==> config.mk <==
export PLATFORM = sky130hd
export DESIGN_NAME = store_byte_merge_flat
export DESIGN_NICKNAME = d
export VERILOG_FILES = /design/src/rtl/store_byte_merge_if.sv /design/src/rtl/store_byte_merge.sv /design/src/flat_wrapper.sv
export SDC_FILE = /design/constraint.sdc
export NUM_CORES = 1
export LEC_CHECK = 0
export BUFFER_PORTS_ARGS = -buffer_cell sky130_fd_sc_hd__buf_2
export CAP_MARGIN = 40
export CORE_ASPECT_RATIO = 1.2
export CORE_MARGIN = 4
export CORE_UTILIZATION = 46
export DETAILED_ROUTE_END_ITERATION = 6
export PLACE_DENSITY_LB_ADDON = 0.08
export SYNTH_ARGS = -nofsm -noshare
export SYNTH_HDL_FRONTEND = slang
export SYNTH_SLANG_ARGS = --single-unit
==> constraint.sdc <==
create_clock -name clock -period 2 [get_ports clock]
set_input_delay 0.5 -clock clock [delete_from_list [all_inputs] [get_ports clock]]
set_output_delay 0.5 -clock clock [all_outputs]
set_load 0.02 [all_outputs]
==> src/rtl/store_byte_merge_if.sv <==
// Request and memory-side bus of the sub-word store unit.
// The requester/memory model uses master, the store unit uses slave.
interface store_byte_merge_if;
    logic        req;
    logic [1:0]  size;
    logic [31:0] addr;
    logic [31:0] wdata;
    logic        busy;
    logic        done;
    logic [31:0] mem_addr;
    logic        mem_rd;
    logic [31:0] mem_rdata;
    logic        mem_rvalid;
    logic        mem_wr;
    logic [31:0] mem_wdata;

    modport master (
        output req, size, addr, wdata,
        output mem_rdata, mem_rvalid,
        input  busy, done,
        input  mem_addr, mem_rd, mem_wr, mem_wdata
    );

    modport slave (
        input  req, size, addr, wdata,
        input  mem_rdata, mem_rvalid,
        output busy, done,
        output mem_addr, mem_rd, mem_wr, mem_wdata
    );
endinterface

==> src/rtl/store_byte_merge.sv <==
// Sub-word store unit: SB/SH as read-modify-write, SW written directly.
// Little-endian lanes; all outputs come straight from registers.
module store_byte_merge (
    input  logic                 clock,
    input  logic                 reset,
    store_byte_merge_if.slave    bus
);

    typedef enum logic [1:0] {
        IDLE  = 2'd0,
        READ  = 2'd1,
        WRITE = 2'd2,
        DONE  = 2'd3
    } state_t;

    state_t      state;
    logic [31:0] addr_q;
    logic [1:0]  size_q;
    logic [15:0] wdata_q;
    logic [31:0] merge_q;
    logic        busy_q;
    logic        done_q;
    logic        rd_q;
    logic        wr_q;
    logic [31:0] merged;

    // Replace the addressed byte/halfword lane of the returned word
    always_comb begin
        merged = bus.mem_rdata;
        if (size_q == 2'b00) begin
            case (addr_q[1:0])
                2'd0: merged[7:0]   = wdata_q[7:0];
                2'd1: merged[15:8]  = wdata_q[7:0];
                2'd2: merged[23:16] = wdata_q[7:0];
                2'd3: merged[31:24] = wdata_q[7:0];
                default: merged = bus.mem_rdata;
            endcase
        end else if (addr_q[1]) begin
            merged[31:16] = wdata_q;
        end else begin
            merged[15:0] = wdata_q;
        end
    end

    // Store sequencer with registered strobes
    always_ff @(posedge clock or negedge reset) begin
        if (!reset) begin
            state   <= IDLE;
            addr_q  <= '0;
            size_q  <= '0;
            wdata_q <= '0;
            merge_q <= '0;
            busy_q  <= 1'b0;
            done_q  <= 1'b0;
            rd_q    <= 1'b0;
            wr_q    <= 1'b0;
        end else begin
            case (state)
                IDLE: begin
                    if (bus.req) begin
                        addr_q  <= bus.addr;
                        size_q  <= bus.size;
                        wdata_q <= bus.wdata[15:0];
                        busy_q  <= 1'b1;
                        if (!bus.size[1]) begin
                            state <= READ;
                            rd_q  <= 1'b1;
                        end else begin
                            state   <= WRITE;
                            merge_q <= bus.wdata;
                            wr_q    <= 1'b1;
                        end
                    end
                end
                READ: begin
                    if (bus.mem_rvalid) begin
                        state   <= WRITE;
                        merge_q <= merged;
                        rd_q    <= 1'b0;
                        wr_q    <= 1'b1;
                    end
                end
                WRITE: begin
                    state  <= DONE;
                    wr_q   <= 1'b0;
                    busy_q <= 1'b0;
                    done_q <= 1'b1;
                end
                DONE: begin
                    state  <= IDLE;
                    done_q <= 1'b0;
                end
                default: begin
                    state <= IDLE;
                end
            endcase
        end
    end

    assign bus.busy      = busy_q;
    assign bus.done      = done_q;
    assign bus.mem_rd    = rd_q;
    assign bus.mem_wr    = wr_q;
    assign bus.mem_addr  = {addr_q[31:2], 2'b00};
    assign bus.mem_wdata = merge_q;

endmodule

==> src/flat_wrapper.sv <==
// flat-port wrapper written by rule: the top's interface ports become plain ports
module store_byte_merge_flat 
  (clock, reset, bus_req, bus_size, bus_addr, bus_wdata, bus_mem_rdata, bus_mem_rvalid, bus_busy, bus_done, bus_mem_addr, bus_mem_rd, bus_mem_wr, bus_mem_wdata);
  store_byte_merge_if bus_i ();
  input  logic clock;
  input  logic reset;
  input wire logic [$bits(bus_i.req)-1:0] bus_req;
  input wire logic [$bits(bus_i.size)-1:0] bus_size;
  input wire logic [$bits(bus_i.addr)-1:0] bus_addr;
  input wire logic [$bits(bus_i.wdata)-1:0] bus_wdata;
  input wire logic [$bits(bus_i.mem_rdata)-1:0] bus_mem_rdata;
  input wire logic [$bits(bus_i.mem_rvalid)-1:0] bus_mem_rvalid;
  output wire logic [$bits(bus_i.busy)-1:0] bus_busy;
  output wire logic [$bits(bus_i.done)-1:0] bus_done;
  output wire logic [$bits(bus_i.mem_addr)-1:0] bus_mem_addr;
  output wire logic [$bits(bus_i.mem_rd)-1:0] bus_mem_rd;
  output wire logic [$bits(bus_i.mem_wr)-1:0] bus_mem_wr;
  output wire logic [$bits(bus_i.mem_wdata)-1:0] bus_mem_wdata;
  assign bus_i.req = bus_req;
  assign bus_i.size = bus_size;
  assign bus_i.addr = bus_addr;
  assign bus_i.wdata = bus_wdata;
  assign bus_i.mem_rdata = bus_mem_rdata;
  assign bus_i.mem_rvalid = bus_mem_rvalid;
  assign bus_busy = bus_i.busy;
  assign bus_done = bus_i.done;
  assign bus_mem_addr = bus_i.mem_addr;
  assign bus_mem_rd = bus_i.mem_rd;
  assign bus_mem_wr = bus_i.mem_wr;
  assign bus_mem_wdata = bus_i.mem_wdata;
  store_byte_merge u_core (.clock(clock), .reset(reset), .bus(bus_i));
endmodule
# After elaboration in Yosys (flattened, before gate mapping)

Cells that the tools add are included.

Register bits: 88
Word-level logic and storage cells: 58

Eq/ne operators: 10
Multiplexer cells: 26
Reductions and logical operators: 13

Operators with widths:

| operator                                                         | count |
|---|---|
| 32-bit 2-to-1 mux                                                | 4 |
| 32-bit case mux with 2 select lines                              | 1 |
| 16-bit 2-to-1 mux                                                | 2 |
| 8-bit 2-to-1 mux                                                 | 4 |
| 4-bit AND reduction                                              | 3 |
| 2-bit == test (second input constant)                            | 4 |
| 2-bit inequality test (second input constant)                    | 4 |
| 2-bit case mux with 4 select lines                               | 1 |
| 1-bit 2-to-1 mux                                                 | 7 |
| 2-bit logical NOT                                                | 3 |
| 2-bit 2-to-1 mux                                                 | 3 |
| 1-bit case mux with 2 select lines                               | 3 |
| 2-bit AND reduction                                              | 3 |
| 2-bit nonzero test                                               | 3 |
| 2-bit by 1-bit == test with 1-bit output (second input constant) | 2 |
| 1-bit case mux with 3 select lines                               | 1 |
| 3-bit nonzero test                                               | 1 |

# Longest topological paths before layout

Word-level depth: 5
Mapped depth: 7
Mapped depth without buffers: 6

# Worst setup path before layout

Ideal clock, no wire load.

Path kind: register -> register
From: register u_core.state[1]
To: register u_core.merge_q[24] (netlist: u_core.bus.mem_wdata[24])
Data arrival time: 1.883 ns
Required time: 1.879 ns
Path slack: -0.005 ns
Stages on the path, launching flop included: 8
Period minus slack after synthesis: 2.005 ns
Cells stage by stage: dfrtp_1 inv_1 ha_1 nor2b_1 a2111oi_4 buf_6 o21ai_1 o22a_1

Word-level cells in the longest chain between the ends: 3
Elaborated cells between the ends (all ways): 8
Those cells by class: 4 x eq/ne; 1 x mux; 3 x reduce/logical

Ends and longest elaborated chain:

| item                                                                                 | RTL line               | text |
|---|---|---|
| start: declaration                                                                   | store_byte_merge.sv:16 | `state_t state;` |
| start signal: assignment                                                             | store_byte_merge.sv:48 | `state <= IDLE;` |
| start signal: assignment                                                             | store_byte_merge.sv:66 | `state <= READ;` |
| start signal: assignment                                                             | store_byte_merge.sv:69 | `state <= WRITE;` |
| 2-bit by 1-bit == test with 1-bit output / 2-bit logical NOT (equally long branches) | store_byte_merge.sv:58 | `case (state)` |
| 2-bit inequality test (no source line) / 2-bit nonzero test (equally long branches)  | -                      |  |
| 4-bit AND reduction (no source line)                                                 | -                      |  |
| end signal: assignment                                                               | store_byte_merge.sv:70 | `merge_q <= bus.wdata;` |
| end signal: assignment                                                               | store_byte_merge.sv:78 | `merge_q <= merged;` |
| end: declaration                                                                     | store_byte_merge.sv:20 | `logic [31:0] merge_q;` |

Parallel ways exist; a longest one is shown, timed or not.
A chain may end at the register's enable or synchronous reset.

# Worst setup path after layout

From: register u_core.state[0]
To: register u_core.merge_q[6] (netlist: u_core.bus.mem_wdata[6])

Same word-level chain as after synthesis.

==> reports/qor.yml <==
synth.most_common_cell: "dfrtp_1"
p_leak_nw: 2.91
worstPathMaxFanout: 16
fmax_mhz: 517
wl_per_cell_microns: 17.5
crit_buf_inv: 3
die_y_microns: 122
netlist_area_sq_um: 4950
critical_path_required_ns: 2.22
place_area_sq_um: 5750
hpwl_microns: 9440
track_usage: 0.203
worst_slew_pin_slew_ns: 0.508
async_flop_share: 1.00
ys_ff_latch: 88
drv_cap: 0
min_period_ns: 1.93
synthTopCellsByArea: "dfrtp_1 44%, mux2_2 15%, mux2i_1 6.7%, o21ai_0 5.8%, buf_4 5.0%"
grt_overflow_total: 0
slew_headroom: 0.661
initial_core_util: 0.471
end_kind: "register"
nFillCells: 954
antenna_cells: 0
fin_ws_ns: 0.0668
fp.dieW_microns: 103
pin_count: 170
final_nets: 730
synth.distinct_cells: 28
layout-drive-gt1-share: 0.442
die_area_sq_um: 12500
whs_ns: 0.0986
grt_max_degree: 65
setup.worst_path.start: "u_core.state[0]"
cts-htree-levels: 3
finClkSkew_ns: 0.00650
area_growth_pct: 23.0
antenna_found_initial: 0
slew_violations: 0
synthTopCellsByCount: "88 x dfrtp_1, 66 x mux2_2, 57 x o21ai_0, 35 x a21oi_1"
yosys_warnings: 0
fin_area_sq_um: 6090
min_period_over_period: 0.967
cp-start-kind: "register"
setup_viol: 0
grt_pass1_vias: 4051
crit_slowest_cell: "dfrtp_1"
p_per_area_nw_per_um2: 1800
synth.top_cell.area_share: 0.444
num_vias: 4063
grt_pass1_wl_microns: 19800
core_sq_um: 10500
cts_tree: "built"
crit_chain: "inv_1 -> ha_2 -> nor2b_2 -> a2111oi_4 -> buf_4 -> buf_6 -> o21ai_1 -> o22a_1"
path_clk_slew_ns: 0.06
root_buffer: "clkbuf_16"
row_count: 41
ant_nets: 0
ys.flop_type: "dfrtp_1"
drc: 0
clock_path_buffers: 2
cpLargestDelayFamily: "compound AO/OA/AOI/OAI gates"
synth_edf_count: 0
crit_arrival_ns: 2.16
cts_buffers: 9
hp-class: "input pin to asynchronous set/reset pin"
syn-instance-count: 484
critPathKind: "register to register"
dp_slack_ns: 0.0468
drtIter0Drc: 127
routabilityCongestion: 0.855
clock_sinks: 88
port_buffers: 167
syn_area_per_cell_sq_um: 10.2
ctsHoldBuffers: 0
viasPerCell: 5.38
seq_area_frac_synth: 0.444
synth_top_area_cell: "dfrtp_1"
r2r-start: "u_core.state[0]"
max_stage_delay_ns: 0.34
dr.pass1.iters: 4
hold_viol_final: 0
status: "completed"
routed_wl_microns: 13200
ir_worst_vdd_mv: 0.824
clk_latency_ns: 0.34
[cells in the final DEF, fill, tap and decap left out, types with 2 or more instances in the layout]
cell type / count
a21oi_1: 35
nand2_1: 26
mux2_2: 66
o21ai_1: 21
buf_2: 166
inv_1: 29
inv_2: 2
dfrtp_1: 88
mux2i_1: 33
buf_12: 4
clkbuf_1: 2
buf_4: 17
nor2_1: 10
ha_1: 5
o22a_1: 25
nor2b_1: 4
clkbuf_16: 10
o21ai_0: 57
a31oi_1: 7
conb_1: 2
[layer usage]
layer | vias to the layer above | wire [microns] | GRT usage | part of all wire
met5 | - | 0 | 0 | 0
met4 | 0 | 238 | 0.0729 | 0.018
met3 | 18 | 952 | 0.0470 | 0.072
met2 | 140 | 6630 | 0.350 | 0.50
met1 | 1958 | 5410 | 0.246 | 0.41
li1 | 1947 | - | - | -
[kinds of logic (layout without fill, tap and decap cells)]
logic type               count (synthesis)  in the layout  synth area share
AO/OA/AOI/OAI                          149            149             0.177
adder cells (fa/ha/maj)                  6              6            0.0152
other                                    1              2          0.000757
multiplexers                            99             99             0.217
AND/OR/NAND/NOR                         47             47            0.0404
buffers and inverters                   94            235             0.105
flip-flops                              88             88             0.444
[metrics by stage]
step,instances,power [mW],util,setup TNS [ns]
2_1_floorplan,485,7.84,-,0
3_3_place_gp,736,8.90,0.547,0
3_5_place_dp,736,9.08,0.547,0
4_1_cts,751,10.8,0.574,0
5_1_grt,755,11.7,0.579,-0.761
6_report,755,11.0,0.579,0
[registers in the layout, summed over array words and instances (netlist names)]
signal,cells
u_core.size_q,2
u_core.addr_q,32
u_core.bus.busy,1
u_core.bus.done,1
u_core.wdata_q,16
u_core.bus.mem_rd,1
u_core.bus.mem_wr,1
u_core.bus.mem_wdata,32
u_core.state,2
[final timing paths]
check	cells past startpoint	end	slack [ns]
max reg2reg	8	u_core.bus.mem_wdata[6]	0.07
max	8	u_core.bus.mem_wdata[6]	0.07
min in group clock	2	u_core.addr_q[12]	0.39
min	1	u_core.bus.mem_wdata[4]	0.1
max in group asynchronous	2	u_core.bus.mem_wdata[18]	1.34
min reg2reg	1	u_core.addr_q[16]	0.50
[cell type report]
type,count,area (sq um),share of cell area
Multi-Input combinational cell,303,2250,0.369
Sequential cell,88,2200,0.361
Timing Repair Buffer,189,1070,0.176
Clock buffer,12,246,0.0405
Tap cell,129,161,0.0265
Inverter,31,116,0.0191
Clock inverter,3,42.5,0.00698
[what timing repair did]
| action | 4_1_cts | 5_1_grt |
|---|---|---|
| buffers inserted | 0 | 2 |
| resized for setup | 0 | 4 |
| endpoints found under the setup margin | 0 | 25 |
[power breakdown]
part	leakage [nW]	switching, mW	total [mW]	internal (mW)
clock	0.139	0.685	1.68	0.995
sequential	1.02	0.671	3.37	2.70
combinational	1.75	3.30	5.92	2.63
Power figures use the tool's default switching activity.
